### config.mk
export PLATFORM = sky130hd
export DESIGN_NAME = fetch_unit
export DESIGN_NICKNAME = d
export VERILOG_FILES = /design/src/rtl/fetch_unit.sv
export SDC_FILE = /design/constraint.sdc
export NUM_CORES = 1
export LEC_CHECK = 0
export ABC_AREA = 1
export BUFFER_PORTS_ARGS = -buffer_cell sky130_fd_sc_hd__buf_4
export CAP_MARGIN = 20
export CORE_UTILIZATION = 45
export CTS_BUF_LIST = sky130_fd_sc_hd__clkbuf_4 sky130_fd_sc_hd__clkbuf_8 sky130_fd_sc_hd__clkbuf_16
export DETAILED_ROUTE_END_ITERATION = 16
export PLACE_DENSITY = 0.72
export SLEW_MARGIN = 20
export SYNTH_ARGS = -nofsm -noshare
export SYNTH_HDL_FRONTEND = slang
export SYNTH_SLANG_ARGS = --single-unit
### constraint.sdc
create_clock -name clk -period 2.8 [get_ports clk]
set_input_delay 0.56 -clock clk [delete_from_list [all_inputs] [get_ports clk]]
set_output_delay 0.56 -clock clk [all_outputs]
set_load 0.1 [all_outputs]
### src/rtl/fetch_unit.sv
// fetch_unit
//   Instruction fetch stage. Keeps the program counter, requests one
//   instruction word at a time from memory over a req/rdy handshake,
//   latches the returned word into an instruction register and offers it
//   downstream over a valid/ack handshake. Supports stall and branch redirect.
//
// Ports
//   clk            clock, all state changes on the rising edge
//   clr            synchronous active-low reset
//   stall          1 = do not start a new memory request
//   branch_taken   1 = redirect the pc to branch_target this cycle
//   branch_target  redirect address
//   mem_req        memory request, held until mem_rdy
//   mem_addr       address of the current request (always equal to pc)
//   mem_rdy        memory returns mem_rdata this cycle
//   mem_rdata      instruction word from memory
//   ir             latched instruction
//   ir_pc          address the latched instruction came from
//   ir_valid       ir/ir_pc hold a valid instruction
//   ir_ack         downstream consumes ir this cycle
module fetch_unit #(
  parameter int                ADDR_W   = 16,
  parameter int                DATA_W   = 16,
  parameter logic [ADDR_W-1:0] RESET_PC = '0
) (
  input  logic              clk,
  input  logic              clr,
  input  logic              stall,
  input  logic              branch_taken,
  input  logic [ADDR_W-1:0] branch_target,
  output logic              mem_req,
  output logic [ADDR_W-1:0] mem_addr,
  input  logic              mem_rdy,
  input  logic [DATA_W-1:0] mem_rdata,
  output logic [DATA_W-1:0] ir,
  output logic [ADDR_W-1:0] ir_pc,
  output logic              ir_valid,
  input  logic              ir_ack
);

  typedef enum logic [1:0] {
    ST_FETCH,
    ST_WAIT,
    ST_HOLD
  } state_t;

  state_t            state;
  logic [ADDR_W-1:0] pc;
  logic              issue;

  // A request is on the bus when FETCH is not stalled, or while a request
  // is already in flight (WAIT ignores stall so the handshake completes).
  always_comb begin
    issue = 1'b0;
    case (state)
      ST_FETCH: issue = ~stall;
      ST_WAIT:  issue = 1'b1;
      default:  issue = 1'b0;
    endcase
  end

  // mem_req is forced low during reset so memory never sees a request
  // from an undefined or abandoned state.
  assign mem_req  = clr & issue;
  assign mem_addr = pc;

  // Reset beats branch, branch beats everything else. A branch drops any
  // word returning in the same cycle and cancels a pending ack. A word that
  // arrives in the same cycle the request is raised (1-cycle memory) is
  // captured directly, skipping WAIT.
  always_ff @(posedge clk) begin
    if (!clr) begin
      state    <= ST_FETCH;
      pc       <= RESET_PC;
      ir       <= '0;
      ir_pc    <= '0;
      ir_valid <= 1'b0;
    end else if (branch_taken) begin
      state    <= ST_FETCH;
      pc       <= branch_target;
      ir_valid <= 1'b0;
    end else begin
      case (state)
        ST_FETCH, ST_WAIT: begin
          if (issue && mem_rdy) begin
            ir       <= mem_rdata;
            ir_pc    <= pc;
            pc       <= pc + 1'b1;
            ir_valid <= 1'b1;
            state    <= ST_HOLD;
          end else if (issue) begin
            state <= ST_WAIT;
          end
        end
        ST_HOLD: begin
          if (ir_ack) begin
            ir_valid <= 1'b0;
            state    <= ST_FETCH;
          end
        end
        default: begin
          state    <= ST_FETCH;
          ir_valid <= 1'b0;
        end
      endcase
    end
  end

endmodule

==> Yosys cells after proc, flatten, opt, wreduce, memory -nomap -nowiden <==
Cells that the tools add are included.
{ "totals": {"ff_bits": 51, "latch_bits": 0, "ram_bits": 0, "rom_bits": 0, "word_cells": 36, "memories": 0} }
{ "op_classes": {"addsub": 1, "n_mul": 0, "n_div": 0, "order_cmp": 0, "n_eq_ne": 5, "n_shift": 0, "mux": 11, "bitwise": 4, "n_reduce_logical": 10} }
{ "ops": {"columns": ["operator", "count"], "rows": [
  ["$mux 16", 3],
  ["$add 16x1->16 const B", 1],
  ["$mux 2", 3],
  ["$reduce_and 2->1", 3],
  ["$ne 2x2->1 const B", 2],
  ["$pmux 1 s2", 2],
  ["$pmux 2 s2", 1],
  ["$reduce_bool 2->1", 2],
  ["$reduce_or 2->1", 2],
  ["$ne 3x3->1 const B", 1],
  ["$not 1->1", 3],
  ["$reduce_and 3->1", 1],
  ["$eq 2x1->1 const B", 1],
  ["$eq 2x2->1 const B", 1],
  ["$logic_not 2->1", 1],
  ["$mux 1", 2],
  ["$and 1x1->1", 1],
  ["$logic_and 1x1->1", 1]
]} }

==> Depth between registers and ports, before layout <==
Gate-level depths: netlist of the first run.
{ "logic_depth": {"word_depth": 6, "ltp_mapped": 9, "ltp_nobuf": 9} }

==> Worst setup path before layout of the first run <==
OpenSTA, ideal clock, no wires.
{ "synth_path": {"kind": "in2out", "start": "in clr", "end": "out mem_req", "arrival_ns": 2.097, "required_ns": 2.240, "path_slack_ns": 0.143, "path_stages": 3, "n_path_buf": 1, "path_cell_list": "inv_1 clkbuf_1 nor2_1"} }
{ "synth_via": {"elab_chain_len": 1} }
{ "synth_lines": {"columns": ["item", "line", "source"], "rows": [
  ["start: declaration", "27", "input logic clr,"],
  ["$and 1x1->1", "64", "assign mem_req = clr & issue;"],
  ["end: declaration", "31", "output logic mem_req,"]
]} }
No other way between the ends.

==> Worst setup path after layout of the first run <==
{ "layout_path": {"start": "reg state[0]", "end": "out mem_req"} }
{ "layout_via": {"elab_chain_len": 3, "word_cells_on_any_way": 4, "classes_between": "eq/ne (1); mux (1); bitwise (1); reduce/logical (1)"} }
{ "layout_lines": {"columns": ["item", "line", "source"], "rows": [
  ["start: declaration", "47", "state_t state;"],
  ["start signal: assignment", "73", "state <= ST_FETCH;"],
  ["start signal: assignment", "79", "state <= ST_FETCH;"],
  ["start signal: assignment", "90", "state <= ST_HOLD;"],
  ["$eq 2x1->1 or $logic_not 2->1 (tied branches)", "55", "case (state)"],
  ["$pmux 1 s2 (*)", "55", null],
  ["$and 1x1->1 (*)", "64", null]
]} }
Every way passes the cells marked *; elsewhere a longest branch is shown, timed or not.

==> out/metrics.csv, run 1 <==
metric,value,unit
status,"complete, no violations",
routability congestion estimate,0.849,
WHS Endpoint,state[0]$_SDFFE_PP0P_,
min-delay src,mem_rdy,
antenna violations before repair,0,
Peak VDD IR,0.257,mV
Yosys top cell by area,dfxtp_1,
crit-path max FO,3,
GRT overflow,0,
Bufs on Longest Clock Path,2,
Setup CP Type,reg -> out,
highest clock rate,556,MHz
post-CTS setup buffers,0,
CTS buffer count,5,
GRT Total Usage,0.223,
reg2reg start,state[0]$_SDFFE_PP0P_,
Max Cap Viol,0,
simple-gate share of the synthesized area,0.318,
I/O Buffers,87,
final WL,5730,µm
Die Y,73.6,µm
ANT cells,0,
Fin Hold WS,0.446,ns
post-layout util,0.640,
number of synthesized flops with an enable pin,0,
Ports,88,
Cell variety after synth,25,
Layout area overhead,33.5,%
Clock transition at path regs,0.09,ns
Via density,4.82,
Final ANT Viol Nets,0,
largest cells by area after synthesis,"dfxtp_1, nand2_1, a21oi_1",
final setup vio count,0,
initial core utilization,0.479,
HPWL after DPL,4060,µm
synthesized area,0.00231,mm²
layout cell share with drive strength beyond 1,0.257,
Gate Count Post-Synth,333,
vias in the first global route,2063,
hold buffer count at cts,0,
Die W,73.6,µm
Tcrit/Tclk final,0.643,
CTS H-tree lvls,2,
crit path DAT,1.24,ns
total core area,0.00482,mm²
"Req. time, crit path",2.24,ns
flop2flop setup slack,1.15,ns
"Primary FF master, synth",dfxtp_1,
Rel. slew slack,0.610,
Die Footprint,0.00542,mm²
Startpoint Class,flip-flop,
clock sink count,51,
syn_nets,372,
Cell Rows,25,
RSZ-0062 raised after global routing,no,
largest family of logic cells by synthesized area,simple AND/OR/NAND/NOR gates,
FF-to-FF path depth,7,
Static Leak,1.41,nW
Crit. End Element,primary output,
Yosys top cell area share,0.442,
worst hold path class,in -> reg,
max-slew violations,0,
first-pass GRT wire length,9270,µm
Post-Synth XOR/XNOR Area,0.0114,
hold path depth,2,
post-synthesis register bit count,51,
Post-synth ARST share,0,
CTS tree,built,
DR iter-0 viols,112,
clk_skew,0.00716,ns
worst-skew pair later-pin latency,0.31,ns
reg2reg end,ir_pc[5]$_SDFFE_PN0P_,
Tmin final,1.80,ns
final hold vios,0,
sequential element share of the synthesized area,0.442,
Residual DRC,0,
Final nets,456,
complex-gate fraction of the synthesized area,0.134,
via count,2333,
setup TNS,0,ns
"top cells by count, synth","nand2_1, dfxtp_1, a21oi_1, inv_1, nor2_1",
most common cell in the netlist,nand2_1,
Yosys warnings,0,
WL/cell,11.8,µm
largest net degree at the start of global routing,33,
post-synthesis mux area share,0,
Storage cell area,0.00102,mm²
Multi-input gate area,0.00108,mm²
1st-pass router iterations,4,
Slew @ Worst Pin,0.584,ns
Post-CTS Resized,0,
post-synthesis adder-cell area fraction,0.00542,
Synth Area per Inst,6.93,µm²
Cell Pwr Density,545,mW/mm²
Root Driver,clkbuf_8,
fill count,472,
kinds of logic (layout without fill, tap and decap cells):
kind of cell / after synthesis / in the layout
and+or+nand+nor: 172 / 172
adders and majority gates: 1 / 1
xor gates and xnor gates: 3 / 3
DFF: 51 / 51
buffers and inverters: 46 / 130
AOI/OAI and AO/OA: 60 / 60
worst max path at each step:
stage                               start                    end  slack (ns)  cells past startpoint
finish              state[0]$_SDFFE_PP0P_                mem_req         1.0                      5
global route        state[0]$_SDFFE_PP0P_                mem_req        0.92                      5
CTS                 state[0]$_SDFFE_PP0P_                mem_req        0.98                      5
detailed placement                  stall  ir_pc[5]$_SDFFE_PN0P_        0.85                      7
global placement                    stall     ir[2]$_SDFFE_PN0P_        0.89                      7
floorplan                             clr                mem_req        0.14                      3
cells in the final DEF (no fill, tap or decap), types with 3 or more instances in the layout:
cell,n
nand4_1,5
a31oi_1,6
buf_4,91
a21oi_1,36
o21ai_0,17
dfxtp_1,51
nand2_1,107
nand3_1,24
xor2_1,3
nor2_1,27
clkbuf_8,6
inv_1,30
sequential cells by signal, indices dropped and copies added, names as in the netlist:
signal / cells
ir_valid: 1
mem_addr: 16
ir: 16
ir_pc: 16
state: 2
stage by stage:
| stage | power, W | instance area, µm² | setup slack, ns | cells |
|---|---|---|---|---|
| after floorplan | 0.00114 | 2310 | 0.143 | 333 |
| after global placement | 0.00126 | 2990 | 0.894 | 477 |
| after detailed placement | 0.00126 | 2990 | 0.851 | 477 |
| after CTS | 0.00169 | 3080 | 0.982 | 484 |
| after global routing | 0.00174 | 3080 | 0.919 | 484 |
| final | 0.00168 | 3080 | 1.00 | 484 |
layout make-up:
class	count	area share
repair buffers	91	0.222
multi-input cells	236	0.352
flip-flops and latches	51	0.331
clock buffers	6	0.0268
well taps	67	0.0272
inverters	32	0.0398
clock inverters	1	0.00162
power by group:
group          switching, W  internal (W)  total, W
sequential        0.0000319      0.000759  0.000791
combinational      0.000341      0.000111  0.000452
clock              0.000241      0.000194  0.000436
total              0.000614       0.00106   0.00168
critical path, stage by stage, from the launching register on:
cell,delay (ns)
dfxtp_1,0.34
inv_1,0.05
nand2_2,0.09
nand2_1,0.08
nor2_1,0.09
buf_4,0.29
layer usage:
metal	routed length, µm	track usage	vias to the layer above
li1	-	-	1236
met1	2650	0.290	1022
met2	2660	0.359	70
met3	354	0.0576	5
met4	61	0.0769	0
met5	0	0	-
No activity file was read; power rests on OpenSTA's default activity.
==> run 2, diff against run 1 <==
Settings changed: CORE_UTILIZATION 45 to 44, PLACE_DENSITY 0.72 to 0.74.
Clock period 2.8 ns to 1.4 ns, I/O delays scaled along.
==> out/metrics.csv, run 2 (synthesized netlist as in run 1, its figures left out) <==
metric,value,unit
Bufs on Longest Clock Path,2,
vias in the first global route,2147,
CTS H-tree lvls,2,
Clock transition at path regs,0.09,ns
Worst Setup SP,state[1]$_SDFFE_PP0P_,
RSZ-0062 raised after global routing,yes,
CTS buffer count,5,
crit path DAT,1.12,ns
HPWL after DPL,4660,µm
CP max stage cell,dfxtp_1,
CP max stage delay,0.32,ns
flop2flop setup slack,0.03,ns
crit path to,mem_req,
total core area,0.00488,mm²
Die W,74.4,µm
final WL,7110,µm
initial core utilization,0.473,
Layout area overhead,51.1,%
reg2reg start,state[0]$_SDFFE_PP0P_,
final instance area,0.00349,mm²
max-slew violations,0,
Max Cap Viol,0,
Ports,88,
Setup CP Type,reg -> out,
"commonest non-fill, non-tap cells in the layout","nand2_1, buf_4, a21oi_1, dfxtp_1, inv_1",
final hold vios,0,
Die Footprint,0.00554,mm²
CP Cell Sequence,inv_2 -> nand2_4 -> nor2_4 -> buf_12,
Via density,5.01,
total power,0.00382,W
Slew @ Worst Pin,0.380,ns
Root Driver,clkbuf_8,
antenna violations before repair,0,
DP Worst Slack,0.0852,ns
Residual DRC,0,
Crit. End Element,primary output,
clock sink count,51,
layout cell share with drive strength beyond 1,0.370,
Final nets,470,
Rel. slew slack,0.746,
Final ANT Viol Nets,0,
1st-pass router iterations,4,
Startpoint Class,flip-flop,
I/O Buffers,87,
GRT overflow,0,
worst hold path class,in -> reg,
Peak VDD IR,0.604,mV
first-pass GRT wire length,10300,µm
CP Buf/Inv Count,2,
DP Area,0.00313,mm²
Static Leak,1.55,nW
ANT cells,0,
final setup vio count,0,
CTS tree,built,
Tcrit/Tclk final,0.998,
Die Y,74.4,µm
Cell Rows,25,
highest clock rate,716,MHz
worst-skew pair later-pin latency,0.31,ns
status,"complete, no violations",
via count,2500,
Final WS setup,0.00289,ns
DR iter-0 viols,181,
WL/cell,14.2,µm
clk_skew,0.00553,ns
"Req. time, crit path",1.12,ns
crit-path max FO,5,
largest net degree at the start of global routing,33,
reg2reg end,ir_pc[6]$_SDFFE_PN0P_,
largest delay contributor family on the critical path,flip-flops,
"most common cell after layout, fill and taps aside",nand2_1,
FF-to-FF path depth,9,
Cell Pwr Density,1100,mW/mm²
Tmin final,1.40,ns
GRT Total Usage,0.247,
critical path depth,4,
hold buffer count at cts,0,
fill count,420,
routability congestion estimate,0.882,
run 2: cell count changes in the layout (fill, tap and decap cells not counted), moves of 5 or more:
cell     delta
dfxtp_2     +6
nor2_1      -9
dfxtp_4    +11
o21ai_0     -5
dfxtp_1    -17
nor2_4      +5
o21ai_1     +5
run 2: report_power, final:
part	internal (W)	leakage (nW)	total, W	switching (W)
clock	0.000734	0.0688	0.00123	0.000492
sequential	0.00151	0.426	0.00159	0.0000733
combinational	0.000284	1.05	0.00101	0.000725
run 2: final cells by class:
class                           instances  area, µm²  area share
Multi-Input combinational cell        236       1190       0.342
Timing Repair Buffer                  105        883       0.253
Clock buffer                            6       76.3      0.0219
Sequential cell                        51       1070       0.307
Inverter                               32        123      0.0352
Clock inverter                          2       60.1      0.0172
Tap cell                               67       83.8      0.0240
run 2: worst min path at each step:
stage | end | start | slack, ns | cells past startpoint
floorplan | state[0]$_SDFFE_PP0P_ | mem_rdy | 0.36 | 1
global placement | ir_pc[6]$_SDFFE_PN0P_ | ir_pc[6]$_SDFFE_PN0P_ | 0.45 | 2
detailed placement | ir[6]$_SDFFE_PN0P_ | ir[6]$_SDFFE_PN0P_ | 0.46 | 2
CTS | state[0]$_SDFFE_PP0P_ | mem_rdy | 0.15 | 2
global route | state[0]$_SDFFE_PP0P_ | mem_rdy | 0.16 | 2
finish | state[0]$_SDFFE_PP0P_ | mem_rdy | 0.15 | 2
run 2: what timing repair did:
action | in CTS | in global routing
gates cloned | 0 | 2
pin swaps | 2 | 7
gates resized for setup | 6 | 33
setup buffers | 2 | 3
setup endpoints to repair | 1 | 42
run 2: layer usage:
metal	routed length, µm	up-vias	track usage
li1	-	1267	-
met1	2980	1144	0.333
met2	3600	81	0.399
met3	433	8	0.0488
met4	91	0	0.0776
met5	0	-	0
run 2: through the flow:
step	hold WS, ns	utilization	cells	TNS [ns]
3_3_place_gp	0.453	0.641	484	0
5_1_grt	0.156	0.715	499	-0.624
6_report	0.153	0.715	499	0
3_5_place_dp	0.457	0.641	484	0
2_1_floorplan	0.359	-	333	-0.109
4_1_cts	0.153	0.676	494	-0.0283
run 2: worst register-to-register path, cell delays in order (launching register included):
cell       delay (ns)
dfxtp_2          0.35
inv_2            0.04
nand2_4          0.06
buf_6            0.10
nand3_4          0.08
nor2_4           0.14
buf_12           0.14
clkbuf_16        0.18
nand2_1          0.08
a21oi_1          0.12
==> run 3, diff against run 2 <==
--- a/constraint.sdc
+++ b/constraint.sdc
@@ -3,2 +3,2 @@
 set_output_delay 0.28 -clock clk [all_outputs]
-set_load 0.1 [all_outputs]
+set_load 0.02 [all_outputs]
==> out/metrics.csv, run 3 (synthesized netlist as in run 1, its figures left out) <==
metric,value,unit
routability congestion estimate,0.838,
final hold vios,0,
Multi-input gate area,0.00111,mm²
Die Footprint,0.00554,mm²
Cell Rows,25,
max-slew violations,0,
GRT overflow,0,
via count,2474,
antenna violations before repair,0,
final WL,6180,µm
CP Buf/Inv Count,2,
layout cell share with drive strength beyond 1,0.309,
Startpoint Class,flip-flop,
WL/cell,12.3,µm
clk_skew,0.00515,ns
clock sink count,51,
Bufs on Longest Clock Path,2,
Tmin final,1.34,ns
Residual DRC,0,
CP max stage delay,0.34,ns
Rel. slew slack,0.779,
ANT cells,0,
highest clock rate,744,MHz
worst-skew pair later-pin latency,0.30,ns
CP max stage cell,dfxtp_2,
first-pass GRT wire length,9860,µm
Cell Pwr Density,942,mW/mm²
Peak VDD IR,0.589,mV
Slew @ Worst Pin,0.329,ns
post-CTS setup buffers,0,
total core area,0.00488,mm²
CTS H-tree lvls,2,
Storage cell area,0.00103,mm²
min-delay src,mem_rdy,
Layout area overhead,41.5,%
1st-pass router iterations,4,
vias in the first global route,2242,
Logic pwr share,0.184,
HPWL after DPL,4440,µm
Sw Ratio,0.276,
Tcrit/Tclk final,0.960,
status,"complete, no violations",
Final ANT Viol Nets,0,
RSZ-0062 raised after global routing,yes,
CP Cell Sequence,inv_2 -> nand2_4 -> nand2_2 -> nor2_1 -> buf_4,
fill count,453,
Die Y,74.4,µm
"commonest non-fill, non-tap cells in the layout","nand2_1, buf_4, dfxtp_1, a21oi_1, inv_1",
CTS buffer count,5,
Final nets,472,
sequential share of power,0.510,
Static Leak,1.50,nW
I/O Buffers,87,
reg2reg start,mem_addr[0]$_SDFFE_PN0P_,
Sw Pwr,0.000850,W
Ports,88,
DR iter-0 viols,99,
Die W,74.4,µm
largest net degree at the start of global routing,28,
clock share of power,0.306,
Max Cap Viol,0,
CTS tree,built,
crit-path max FO,3,
post-layout util,0.669,
GRT Total Usage,0.230,
largest delay contributor family on the critical path,flip-flops,
hold buffer count at cts,0,
final setup vio count,0,
Crit. End Element,primary output,
Fin Hold WS,0.163,ns
Worst Setup SP,state[0]$_SDFFE_PP0P_,
internal power,0.00223,W
initial core utilization,0.473,
Clock transition at path regs,0.09,ns
Root Driver,clkbuf_8,
worst hold path class,in -> reg,
"Req. time, crit path",1.12,ns
crit path DAT,1.06,ns
Via density,4.94,
Setup CP Type,reg -> out,
-- run 3: final cells by class --
type | count | area share
multi-input combinational | 236 | 0.341
inverter | 32 | 0.0375
sequential | 51 | 0.314
tap | 67 | 0.0257
timing repair buffer | 107 | 0.250
clock buffer | 7 | 0.0295
clock inverter | 1 | 0.00230
-- run 3: layer usage --
layer  routed length, µm  vias up  track usage
li1                    -     1270            -
met4                  86        0       0.0713
met1                2660     1113        0.291
met3                 444        9       0.0461
met2                2990       82        0.393
met5                   0        -            0
-- run 3: worst paths after layout --
path / end / cells past startpoint / slack (ns)
worst min register to register: ir[4]$_SDFFE_PN0P_ / 2 / 0.47
worst max register to register: mem_addr[14]$_SDFFE_PN0P_ / 8 / 0.11
worst max-delay path: mem_req / 5 / 0.06
worst min-delay path: state[0]$_SDFFE_PP0P_ / 2 / 0.16
-- run 3: repair_timing --
item                                    CTS  global route
resized for setup                         0            12
endpoints found under the setup margin    0            11
endpoints found under the hold margin     0             0
-- run 3: metrics by stage --
stage | instances | power (W) | setup WS, ns | TNS (ns) | cell area, µm²
6_report | 501 | 0.00308 | 0.0555 | 0 | 3270
5_1_grt | 501 | 0.00320 | -0.0300 | -0.0300 | 3270
4_1_cts | 501 | 0.00308 | 0.0195 | 0 | 3230
3_5_place_dp | 493 | 0.00216 | 0.0390 | 0 | 3130
3_3_place_gp | 493 | 0.00216 | 0.119 | 0 | 3130
2_1_floorplan | 333 | 0.00188 | 0.0510 | 0 | 2310
-- run 3: power by group through the flow --
stage               registers, W  clock network [W]  logic [W]
floorplan                0.00168                  0   0.000199
global placement         0.00160                  0   0.000556
detailed placement       0.00160                  0   0.000562
CTS                      0.00157           0.000951   0.000565
global route             0.00158            0.00100   0.000620
finish                   0.00157           0.000940   0.000567
